**src/rtl/switch_poll_ctrl.sv**
```systemverilog
// switch_poll_ctrl: polls the switch PIO, debounces samples and queues stable changes for the CPU
module switch_poll_ctrl #(
    parameter int WIDTH      = 17,
    parameter int DEPTH      = 4,
    parameter int STABLE_CNT = 3,
    parameter int PERIOD_RST = 1000
) (
    input  logic        clk,
    input  logic        reset_n,
    output logic [1:0]  pio_address,
    input  logic [31:0] pio_readdata,
    input  logic [1:0]  address,
    input  logic        read,
    input  logic        write,
    input  logic [31:0] writedata,
    output logic [31:0] readdata,
    output logic        irq
);
    localparam int AW = $clog2(DEPTH);
    typedef enum logic [1:0] {IDLE, WAIT, SETTLE, SAMPLE} state_t;
    state_t           state_q, state_d;
    logic [15:0]      cnt_q, cnt_d, period_q, period_d;
    logic             enable_q, enable_d, irq_en_q, irq_en_d, ovf_q, ovf_d;
    logic [WIDTH-1:0] cand_q, cand_d, deb_q, deb_d, s;
    logic [3:0]       scnt_q, scnt_d;
    logic [WIDTH-1:0] mem_q [DEPTH];
    logic [AW-1:0]    wr_q, wr_d, rd_q, rd_d;
    logic [4:0]       count_q, count_d;
    logic [31:0]      readdata_q, readdata_d;
    logic             push, pop, full, store;
    logic             unused_bits;

    assign s           = pio_readdata[WIDTH-1:0];
    assign pio_address = 2'b00;
    assign readdata    = readdata_q;
    assign irq         = irq_en_q && (count_q != 5'd0);
    assign unused_bits = ^{pio_readdata[31:WIDTH], writedata[15:9], writedata[7:2]};

    // poll sequencing and debounce; a sample is taken only in SAMPLE while enabled
    always_comb begin
        state_d = state_q;
        cnt_d   = cnt_q;
        cand_d  = cand_q;
        scnt_d  = scnt_q;
        deb_d   = deb_q;
        push    = 1'b0;
        if (!enable_q) begin
            state_d = IDLE;
            scnt_d  = '0;
        end else begin
            case (state_q)
                IDLE: begin
                    state_d = WAIT;
                    cnt_d   = period_q;
                end
                WAIT: begin
                    state_d = (cnt_q <= 16'd1) ? SETTLE : WAIT;
                    cnt_d   = (cnt_q <= 16'd1) ? cnt_q : cnt_q - 16'd1;
                end
                SETTLE: state_d = SAMPLE;
                default: begin
                    state_d = WAIT;
                    cnt_d   = period_q;
                    cand_d  = s;
                    scnt_d  = (s != cand_q) ? 4'd1 : (scnt_q == 4'(STABLE_CNT)) ? scnt_q : scnt_q + 4'd1;
                    if (scnt_d == 4'(STABLE_CNT) && cand_d != deb_q) begin
                        deb_d = cand_d;
                        push  = 1'b1;
                    end
                end
            endcase
        end
    end

    // event FIFO bookkeeping, CPU register writes and registered read data
    always_comb begin
        pop        = read && address == 2'd0 && count_q != 5'd0;
        full       = count_q == 5'(DEPTH);
        store      = push && (!full || pop);
        wr_d       = wr_q + AW'(store);
        rd_d       = rd_q + AW'(pop);
        count_d    = count_q + {4'b0, store} - {4'b0, pop};
        ovf_d      = (push && full && !pop) ? 1'b1 : (write && address == 2'd2 && writedata[8]) ? 1'b0 : ovf_q;
        enable_d   = (write && address == 2'd1) ? writedata[0] : enable_q;
        irq_en_d   = (write && address == 2'd1) ? writedata[1] : irq_en_q;
        period_d   = !(write && address == 2'd1) ? period_q : (writedata[31:16] == 16'd0) ? 16'd1 : writedata[31:16];
        readdata_d = !read ? readdata_q :
                     address == 2'd0 ? (count_q != 5'd0 ? (32'h8000_0000 | 32'(mem_q[rd_q])) : 32'd0) :
                     address == 2'd1 ? {period_q, 14'b0, irq_en_q, enable_q} :
                     address == 2'd2 ? {23'b0, ovf_q, 3'b0, count_q} : 32'(deb_q);
    end

    // state registers, all cleared by the asynchronous reset
    always_ff @(posedge clk or negedge reset_n) begin
        if (!reset_n) begin
            state_q    <= IDLE;
            cnt_q      <= '0;
            cand_q     <= '0;
            scnt_q     <= '0;
            deb_q      <= '0;
            wr_q       <= '0;
            rd_q       <= '0;
            count_q    <= '0;
            ovf_q      <= 1'b0;
            enable_q   <= 1'b0;
            irq_en_q   <= 1'b0;
            period_q   <= 16'(PERIOD_RST);
            readdata_q <= '0;
        end else begin
            state_q    <= state_d;
            cnt_q      <= cnt_d;
            cand_q     <= cand_d;
            scnt_q     <= scnt_d;
            deb_q      <= deb_d;
            wr_q       <= wr_d;
            rd_q       <= rd_d;
            count_q    <= count_d;
            ovf_q      <= ovf_d;
            enable_q   <= enable_d;
            irq_en_q   <= irq_en_d;
            period_q   <= period_d;
            readdata_q <= readdata_d;
        end
    end

    // event storage; entries are only meaningful below count, so no reset is needed
    always_ff @(posedge clk) begin
        if (store) mem_q[wr_q] <= cand_d;
    end
endmodule

```
**config.mk**
```make
export PLATFORM = sky130hd
export DESIGN_NAME = switch_poll_ctrl
export DESIGN_NICKNAME = d
export VERILOG_FILES = /design/src/rtl/switch_poll_ctrl.sv
export SDC_FILE = /design/constraint.sdc
export NUM_CORES = 1
export LEC_CHECK = 0
export CORE_ASPECT_RATIO = 1.2
export CORE_MARGIN = 2
export CORE_UTILIZATION = 25
export DETAILED_ROUTE_END_ITERATION = 12
export GPL_TIMING_DRIVEN = 0
export HOLD_SLACK_MARGIN = 0.03
export MAX_ROUTING_LAYER = met4
export SLEW_MARGIN = 25
export SYNTH_ARGS = -nofsm -noshare
export SYNTH_HDL_FRONTEND = slang
export SYNTH_SLANG_ARGS = --single-unit
```
**constraint.sdc**
```tcl
create_clock -name clk -period 4 [get_ports clk]
set_clock_uncertainty 0.15 [all_clocks]
set_input_delay 0.8 -clock clk [delete_from_list [all_inputs] [get_ports clk]]
set_output_delay 0.8 -clock clk [all_outputs]
set_load 0.005 [all_outputs]
```
# Word level (Yosys, flattened, before mapping)
# Memory sizes are Yosys's and may differ from the RTL's.
# Index checks and enable logic that the tools add are counted.
[word_totals] ramBits=68 n_memories=1 ff_bits=116 inputBits=70 out_inout_bits=35
[classes] n_addsub=6 n_mux=23 n_bitwise=2 n_lt_le_gt_ge=1 reduce_logical=21 eq_ne=11
[mem_list] name="mem_q" words=4 width=17 read_ports=1 rd_ports_with_merged_regs=0 wr=1 line="26" rtl="logic [WIDTH-1:0] mem_q [DEPTH];"
[ops] operator="two-way mux 32 bit" n=3
[ops] operator="two-way mux 17 bit" n=3
[ops] operator="!= test 17 bit" n=2
[ops] operator="two-way mux 16 bit" n=2
[ops] operator="one-hot mux 16 bit (2 select lines)" n=1
[ops] operator="less-or-equal comparator 16 x 1 -> 1 bit, second input constant" n=1
[ops] operator="logical NOT 16 bit" n=1
[ops] operator="two-way mux 4 bit" n=4
[ops] operator="subtractor 16 x 1 -> 16 bit, second input constant" n=1
[ops] operator="logical AND 1 bit" n=10
[ops] operator="== test 4 x 2 -> 1 bit, second input constant" n=2
[ops] operator="two-way mux 1 bit" n=7
[ops] operator="AND reduction 3 bit" n=2
[ops] operator="adder 5 x 1 -> 5 bit" n=1
[ops] operator="== test 5 x 3 -> 1 bit, second input constant" n=1
[ops] operator="nonzero test 5 bit" n=1
[ops] operator="subtractor 5 x 1 -> 5 bit" n=1
[ops] operator="adder 2 x 1 -> 2 bit" n=2
[ops] operator="adder 4 x 1 -> 4 bit, second input constant" n=1
[ops] operator="== test 2 x 1 -> 1 bit, second input constant" n=2
[ops] operator="== test 2 bit, second input constant" n=2
[ops] operator="logical NOT 2 bit" n=2
[ops] operator="two-way mux 2 bit" n=2
[ops] operator="!= test 2 bit, second input constant" n=2
[ops] operator="other kinds (6)" n=8

# Depth between registers and ports, before layout
# Gate-level depths: netlist of the first run.
[depth] depth_word=11 depth_mapped=17 ltp_nobuf=17

# Worst setup path after synthesis of the first run
# OpenSTA, ideal clock, no wires.
[synth_path] path_kind="input -> register" start="input port pio_readdata[12]" end="memory mem_q[1][0] (enable)" path_buffers=0 setup_time_ns=0.441 slack_ns=-0.413 stages=6 arrival_ns=3.822 cell_sequence="xor2_1 -> nor4_1 -> nand3_1 -> nor4_4 -> nand4b_1 -> nor4b_1"
[synth_via] elab_chain_len=10
[synth_lines] item="start, declared" line="11" rtl="input logic [31:0] pio_readdata,"
[synth_lines] item="!= test 17 bit" line="65" rtl="scnt_d = (s != cand_q) ? 4'd1 : (scnt_q == 4'(STABLE_CNT)) ? scnt_q : scnt_q + 4'd1;"
[synth_lines] item="two-way mux 4 bit" line="65"
[synth_lines] item="== test 4 x 2 -> 1 bit" line="66" rtl="if (scnt_d == 4'(STABLE_CNT) && cand_d != deb_q) begin"
[synth_lines] item="logical AND 1 bit (*)" line="66"
[synth_lines] item="two-way mux 1 bit (*)" line="66"
[synth_lines] item="two-way mux 1 bit (*)" line="51" rtl="case (state_q)"
[synth_lines] item="two-way mux 1 bit (*)" line="47" rtl="if (!enable_q) begin"
[synth_lines] item="logical AND 1 bit (*)" line="79" rtl="store = push && (!full || pop);"
[synth_lines] item="two-way mux 1 bit (*)" line="128" rtl="if (store) mem_q[wr_q] <= cand_d;"
[synth_lines] item="two-way mux 1 bit (not written as such) (*)" line="128"
[synth_lines] item="end, declared" line="26"
# Mark *: on every way between the ends. The rest lies on a longest branch, timed or not.

# Final worst setup path of the first run
[layout_path] start="input port pio_readdata[3]" end="register count_q[4]"
[layout_via] elab_chain_len=10
[layout_lines] item="!= test 17 bit" line="65"
[layout_lines] item="two-way mux 4 bit" line="65"
[layout_lines] item="== test 4 x 2 -> 1 bit" line="66"
[layout_lines] item="logical AND 1 bit (*)" line="66"
[layout_lines] item="two-way mux 1 bit (*)" line="66"
[layout_lines] item="two-way mux 1 bit (*)" line="51"
[layout_lines] item="two-way mux 1 bit (*)" line="47"
[layout_lines] item="logical AND 1 bit (*)" line="79"
[layout_lines] item="adder 5 x 1 -> 5 bit (*)" line="82" rtl="count_d = count_q + {4'b0, store} - {4'b0, pop};"
[layout_lines] item="subtractor 5 x 1 -> 5 bit (*)" line="82"
[layout_lines] item="named net count_d[4]" line="28" rtl="logic [4:0] count_q, count_d;"
[layout_lines] item="end signal, assigned" line="117" rtl="count_q <= count_d;"
[layout_lines] item="end, declared" line="28"
# Mark *: on every way through the listed nets, which the timed path passes. The rest lies on a longest branch.
# A chain may end at the register's enable or synchronous reset.

==> results.md, run 1 <==
* Die width at 170.0 um
* 1st-pass router iterations at 5
* Critical path class: input port to register
* Mean Syn Cell Area at 13.00 um2
* Worst-path clk slew at 80 ps
* Top_reg_cell synth: dfrtp_1
* Post-route ant nets at 0
* CTS root buffer: clkbuf_16
* GRT Overall Usage at 13.37%
* Post-Syn Area at 8270 um2
* Layout overhead on the synthesized area at 24.58%
* Max-cap check violation count at 0
* Critical Path AT at 3900 ps
* Num ports at 105
* RSZ-0062 raised after global routing: no
* Status: completed
* Fraction of registers with async set/reset at 63.04%
* Worst Path Max Fanout at 4
* Post-DR wirelength/cell at 18.75 um
* Nets at 830
* Setup crit start kind: input port
* Core ar. at 32430 um2
* # setup viols final at 0
* Worst path slowest cell: clkdlybuf4s50_1
* FF-to-FF path depth at 9
* Hold Path Class: input port to async pin
* Post-synthesis sequential area ratio at between 50% and 60%
* Detail Placement HPWL at 15850 um
* Top cell by count, worst path: inv_1
* Worst Setup SP: pio_readdata[3]
* EDFF count, synth at 68
* #FFs+latches synth at 184
* Reg-to-reg critical path startpoint: count_q[3]
* Routed vias/inst at between 4 and 5
* Critical Path RT at approximately 4200 ps
* Post-Synthesis Cells at 636
* CTS sink cnt at around 180
* Layout cells sized above 1 at 19.79%
* Yosys Warn Count at 0
* RR Endpoint: mem_q[2][11]
* Yosys cell types at 58
* Overflow after GRT at 0
* Largest net degree at the start of global routing at 85
* CTS H-Tree Depth at 4
* CTS Buffer Depth at 2
* Hold_buf cts at 0
* Initial Utilization at 25.50%
* Antenna Cells at 0
* Clock Latency Late Sink at between 400 and 500 ps
* Max Freq at 266.8 MHz
* Non-filler cells in the finished layout at 1165
* Cell total after placement at 1130
* Tcrit/Tclk final at 93.72%
* Tmin final at 3749 ps
* Die Area at 34560 um2
* Port Buffers at 72
* DR iter-0 viols at 364
* Global-route wire length before repair at 33620 um
* Fillcell total at 3251
* CTS tree: built
* Pwr dens at 516.7 nW/um2
* Die Ht at 203.2 um
* Initial antenna violation count at 0
* CP Cell Sequence: clkdlybuf4s50_1 -> xor2_1 -> nor4_1 -> nand3_1 -> o311a_1 -> nand4b_1 -> nand2b_1 -> ha_1 -> inv_1 -> ha_1 -> inv_1 -> fa_1 -> inv_1 -> a21oi_1 -> nor2_1 -> nor2_1 -> xnor2_1
* Vias at 5516
* Final GP Congestion at ~0.8
* Routed WL at 21850 um
* DRC Markers at 0
* Leakage at 4.066 nW
* Max stage delay on crit path at 520 ps
* R2R Setup Slk at 600 ps
* Vias in the first global route at about 5800
* CTS Buf Count at 17
* Slew Limit Headroom at approximately 46%
* Worst vdd ir at 0.0002768 V
* Overall Power at about 5.3 mW
* Max-slew violation count at 0
* Worst Setup End Kind: register
* Final Hold Viols at 0
* Site Rows at 72
* Slew of the pin with the lowest slew margin at 810.8 ps
==> routing by layer <==
layer / global-route usage (%) / wire length (um) / vias to the layer above
li1: - / - / 2547
met1: 15.30 / 9140 / 2820
met2: 23.92 / 11540 / 124
met3: 2.406 / 720 / 25
met4: 3.785 / 446 / 0
met5: - / 0 / -
==> what timing repair did <==
action                                  in CTS  in global routing
pin swaps                                    2                  3
setup buffers                                3                  0
endpoints found under the setup margin      46                  5
endpoints found under the hold margin        0                  0
resized for setup                            1                  8
==> sequential cells by signal, indices dropped and copies added, names as in the netlist, 4 cells and up <==
name,count
deb_q,17
count_q,5
mem_q,68
cand_q,17
scnt_q,4
readdata,32
cnt_q,16
period_q,16
==> Yosys cell counts, types with 3 or more instances <==
cell type	count	area, um2
xnor2_1	12	105.1
edfxtp_1	68	2042
dfrtp_1	110	2753
nor2_1	31	116.4
nor4_1	11	68.82
o21ai_0	33	165.2
a31oi_1	3	18.77
buf_2	3	15.01
clkbuf_1	22	82.58
nor3b_1	3	22.52
nand2_1	39	146.4
dfstp_2	6	157.7
o22ai_1	9	56.30
nor3_1	12	60.06
nand4b_1	4	35.03
or3_1	3	18.77
nor2b_1	5	31.28
nand2b_1	5	31.28
inv_1	29	108.9
ha_1	14	175.2
and3_1	4	25.02
a21oi_1	36	180.2
xor2_1	28	245.2
mux2_2	56	630.6
mux4_2	17	382.9
mux2i_1	3	30.03
a22oi_1	21	157.7
nand3_1	9	45.04
==> how the worst max path moves through the flow <==
stage	endpoint	slack, ps
floorplan	mem_q[1][0]	-410
global placement	mem_q[2][10]	-3440
detailed placement	count_q[4]	-940
CTS	count_q[4]	70
global route	count_q[4]	30
finish	count_q[4]	250
==> layout by cell type (no fill, tap or decap), types with 28 or more instances in the layout <==
| cell type | count |
|---|---|
| nor2_1 | 31 |
| a21oi_1 | 36 |
| o21ai_0 | 33 |
| dfrtp_1 | 110 |
| inv_1 | 29 |
| clkdlybuf4s50_1 | 66 |
| mux2_2 | 56 |
| edfxtp_1 | 68 |
| nand2_1 | 39 |
| xor2_1 | 28 |
==> metrics by stage <==
| stage | setup slack (ps) | setup TNS, ps | hold WS [ps] | area, um2 | util [%] |
|---|---|---|---|---|---|
| 6_report | 251.3 | 0 | 89.33 | 10300 | 31.77 |
| 5_1_grt | 29.33 | 0 | 91.03 | 10300 | 31.77 |
| 3_3_place_gp | -3436 | -555810 | 333.8 | 9504 | 29.31 |
| 4_1_cts | 69.72 | 0 | 82.49 | 10270 | 31.68 |
| 2_1_floorplan | -413.1 | -17700 | 294.6 | 8274 | - |
| 3_5_place_dp | -943.3 | -35490 | 329.6 | 9635 | 29.71 |
==> area by class of cell <==
class                           count  area (um2)  area share [%]
Multi-Input combinational cell    393        3120           30.29
Buffer                             31       142.6           1.384
Timing Repair Buffer               89       863.3           8.379
Clock buffer                       17       425.4           4.129
Tap cell                          407       509.2           4.942
Sequential cell                   184        4952           48.06
Inverter                           29       108.9           1.056
Clock inverter                     15       181.4           1.761
==> cell families (layout without fill, tap and decap cells) <==
| kind of cell | after synthesis | after routing | synth area share (%) |
|---|---|---|---|
| DFF | 184 | 184 | 59.88 |
| and+or+nand+nor | 141 | 141 | 9.062 |
| AOI/OAI and AO/OA | 119 | 119 | 8.760 |
| muxes | 76 | 76 | 12.62 |
| buffers and inverters | 60 | 181 | 3.041 |
| xor gates and xnor gates | 40 | 40 | 4.236 |
| adders and majority gates | 15 | 15 | 2.360 |
| other | 1 | 2 | 0.04534 |
==> critical path: cells and delay by family <==
kind | cells | cell delay (ps)
AOI/OAI and AO/OA | 2 | 450
adders and majority gates | 3 | 770
and+or+nand+nor | 6 | 820
xor gates and xnor gates | 2 | 360
buffers and inverters | 4 | 690
==> report_power, final <==
group,internal (mW),total [mW],switching [mW]
clock,0.903,1.72,0.816
sequential,2.17,2.38,0.201
combinational,0.595,1.23,0.633
total,3.67,5.32,1.65
No activity file was read; power rests on OpenSTA's default activity.
==> inputs of run 2 (changes only) <==
--- a/config.mk
+++ b/config.mk
@@ -9,6 +9,7 @@
 export CORE_MARGIN = 2
 export CORE_UTILIZATION = 25
 export DETAILED_ROUTE_END_ITERATION = 12
+export DONT_BUFFER_PORTS = 1
 export GPL_TIMING_DRIVEN = 0
 export HOLD_SLACK_MARGIN = 0.03
 export MAX_ROUTING_LAYER = met4
==> run 2 against run 1 <==
- register-to-register slack lost 310 ps
- final cell count is 6.1% lower
- via count down 5.7%
==> results.md, run 2 (synthesis results as in run 1) <==
* Slew of the pin with the lowest slew margin at 837.9 ps (+27.06 ps)
* Die Ht at 203.2 um (unchanged)
* Nets at 759 (-8.6%)
* Detail Placement HPWL at 15720 um (-0.78%)
* CTS Buffer Depth at 2 (unchanged)
* Hold Path Class: input port to async pin
* # setup viols final at 0 (unchanged)
* FF-to-FF path depth at 16 (+7)
* CTS sink cnt at 184 (unchanged)
* Max-slew violation count at 0 (unchanged)
* Pre-CTS setup slack at -386.9 ps (+556.4 ps)
* Layout overhead on the synthesized area at 15.01%
* Post-DR wirelength/cell at 19.97 um (+6.5%)
* Slew Limit Headroom at 43.63% (-2.3 points)
* Tmin final at 3715 ps (-34.06 ps)
* R2R Setup Slk at 290 ps (-310 ps)
* Max reg flops at 68 (unchanged)
* Overflow after GRT at 0 (unchanged)
* Worst Setup End Kind: register
* Max-cap check violation count at 0 (unchanged)
* CTS H-Tree Depth at 4 (unchanged)
* Vias in the first global route at 5429 (-5.6%)
* Critical Path RT at 4160 ps (about the same)
* Post-route ant nets at 0 (unchanged)
* Antenna Cells at 0 (unchanged)
* Core ar. at 32430 um2 (unchanged)
* Setup crit start kind: register
* Global-route wire length before repair at 32930 um (-2.1%)
* Critical Path AT at 3880 ps (-20 ps)
* CTS tree: built
* Die Area at 34560 um2 (unchanged)
* Reg-to-reg critical path startpoint: cand_q[12]
* Layout cells sized above 1 at 20.96% (+1.2 points)
* Worst-path clk slew at 70 ps (about the same)
* RSZ-0062 raised after global routing: no
* Worst vdd ir at 0.0003244 V (+17%)
* Final GP Congestion at 0.8047 (-1.7%)
* Routed vias/inst at 4.753 (+0.39%)
* GRT Overall Usage at 13.30% (-0.062 points)
* Tcrit/Tclk final at 92.87% (-0.85 points)
* Final Hold Viols at 0 (unchanged)
* Commonest non-fill, non-tap cells in the layout: dfrtp_1 (110), edfxtp_1 (68), mux2_2 (56)
* Fillcell total at 3326 (+2.3%)
* Die width at 170.0 um (unchanged)
* Largest net degree at the start of global routing at 111 (+31%)
* Leakage at 3.726 nW (-8.4%)
* Initial Utilization at 25.50% (unchanged)
* Pwr dens at 536.8 nW/um2 (+3.9%)
* PnR worst setup slack at 285.3 ps (+34.06 ps)
* Clock Latency Late Sink at 440 ps (about the same)
* Biggest register: mem_q
* Vias at 5200 (-5.7%)
* Worst Path Max Fanout at 6 (+2)
* Initial antenna violation count at 0 (unchanged)
* Non-filler cells in the finished layout at 1094 (-6.1%)
* Port Buffers at 0 (-100%)
* 1st-pass router iterations at 5 (unchanged)
* DR iter-0 viols at 434 (+19%)
* Num ports at 105 (unchanged)
* DRC Markers at 0 (unchanged)
* Cell total after placement at 1058 (-6.4%)
* CTS Buf Count at 17 (unchanged)
* Site Rows at 72 (unchanged)
* Most common cell after layout, fill and taps aside: dfrtp_1
* Routed WL at 21840 um (about the same)
* RR Endpoint: count_q[4]
* CTS root buffer: clkbuf_16
* Critical path class: register to register
* Max Freq at 269.2 MHz (+0.92%)
* Status: completed
[run 2: changes by cell type in the layout (fill, tap and decap cells not counted), sizes merged]
cell	before	now
clkbuf	39	41
dlygate4sd3	0	2
bufinv	1	0
clkinvlp	0	1
buf	27	25
clkdlybuf4s50	66	0
dlymetal6s2s	5	0
clkinv	6	4
[run 2: where the power goes]
group | switching [mW] | internal, mW | total (mW)
Sequential | 0.219 | 2.18 | 2.39
Clock | 0.802 | 0.844 | 1.65
Combinational | 0.574 | 0.491 | 1.06
Total | 1.60 | 3.51 | 5.11
[run 2: area by class of cell]
type | instances | area [um2] | share of cell area, %
buffer | 31 | 142.6 | 1.500
clock buffer | 19 | 442.9 | 4.657
clock inverter | 13 | 126.4 | 1.329
inverter | 29 | 108.9 | 1.144
multi-input combinational | 393 | 3094 | 32.53
sequential | 184 | 4952 | 52.07
tap | 407 | 509.2 | 5.354
timing repair buffer | 18 | 135.1 | 1.421
[run 2: critical path, stage by stage (launching register included)]
cell and delay [ps]:
dfrtp_1 390, xor2_1 180, nor4_1 440, nand3_1 200, nor4_4 480, nand4b_1 210
nand2b_1 190, ha_1 260, inv_1 60, ha_1 160, inv_1 70, fa_1 420
inv_1 70, a21oi_1 60, nor2_1 90, nor2_1 60, xnor2_1 120
[run 2: metrics by stage]
stage	hold WS [ps]	TNS [ps]	cell area, um2	power [mW]	utilization, %
4_1_cts	36.84	0	9492	5.151	29.27
5_1_grt	33.72	0	9512	5.376	29.33
2_1_floorplan	294.6	-17700	8274	3.173	-
3_5_place_dp	343.2	-1483	8887	3.474	27.40
3_3_place_gp	326.3	-166430	8783	3.451	27.08
6_report	58.33	0	9512	5.106	29.33
[run 2: per-layer routing]
layer	share of wire [%]	GRT usage [%]	vias to the layer above
met4	1.9	3.816	0
met3	5.2	3.823	25
met1	40	14.56	2655
met5	0	-	-
li1	-	-	2401
met2	53	23.48	119
[run 2: worst max-delay path by stage]
stage	end	startpoint	slack, ps
after detailed placement	count_q[4]	pio_readdata[12]	-390
after CTS	count_q[4]	cand_q[12]	230
after floorplan	mem_q[1][0]	pio_readdata[12]	-410
after global routing	count_q[4]	cand_q[12]	90
after global placement	mem_q[2][7]	pio_readdata[12]	-2860
final	count_q[4]	cand_q[12]	290
[run 2: timing repair]
item	CTS	global route
hold buffers	1	2
setup buffers	1	0
hold endpoints to repair	110	2
endpoints found under the setup margin	1	0
gates resized for setup	0	0
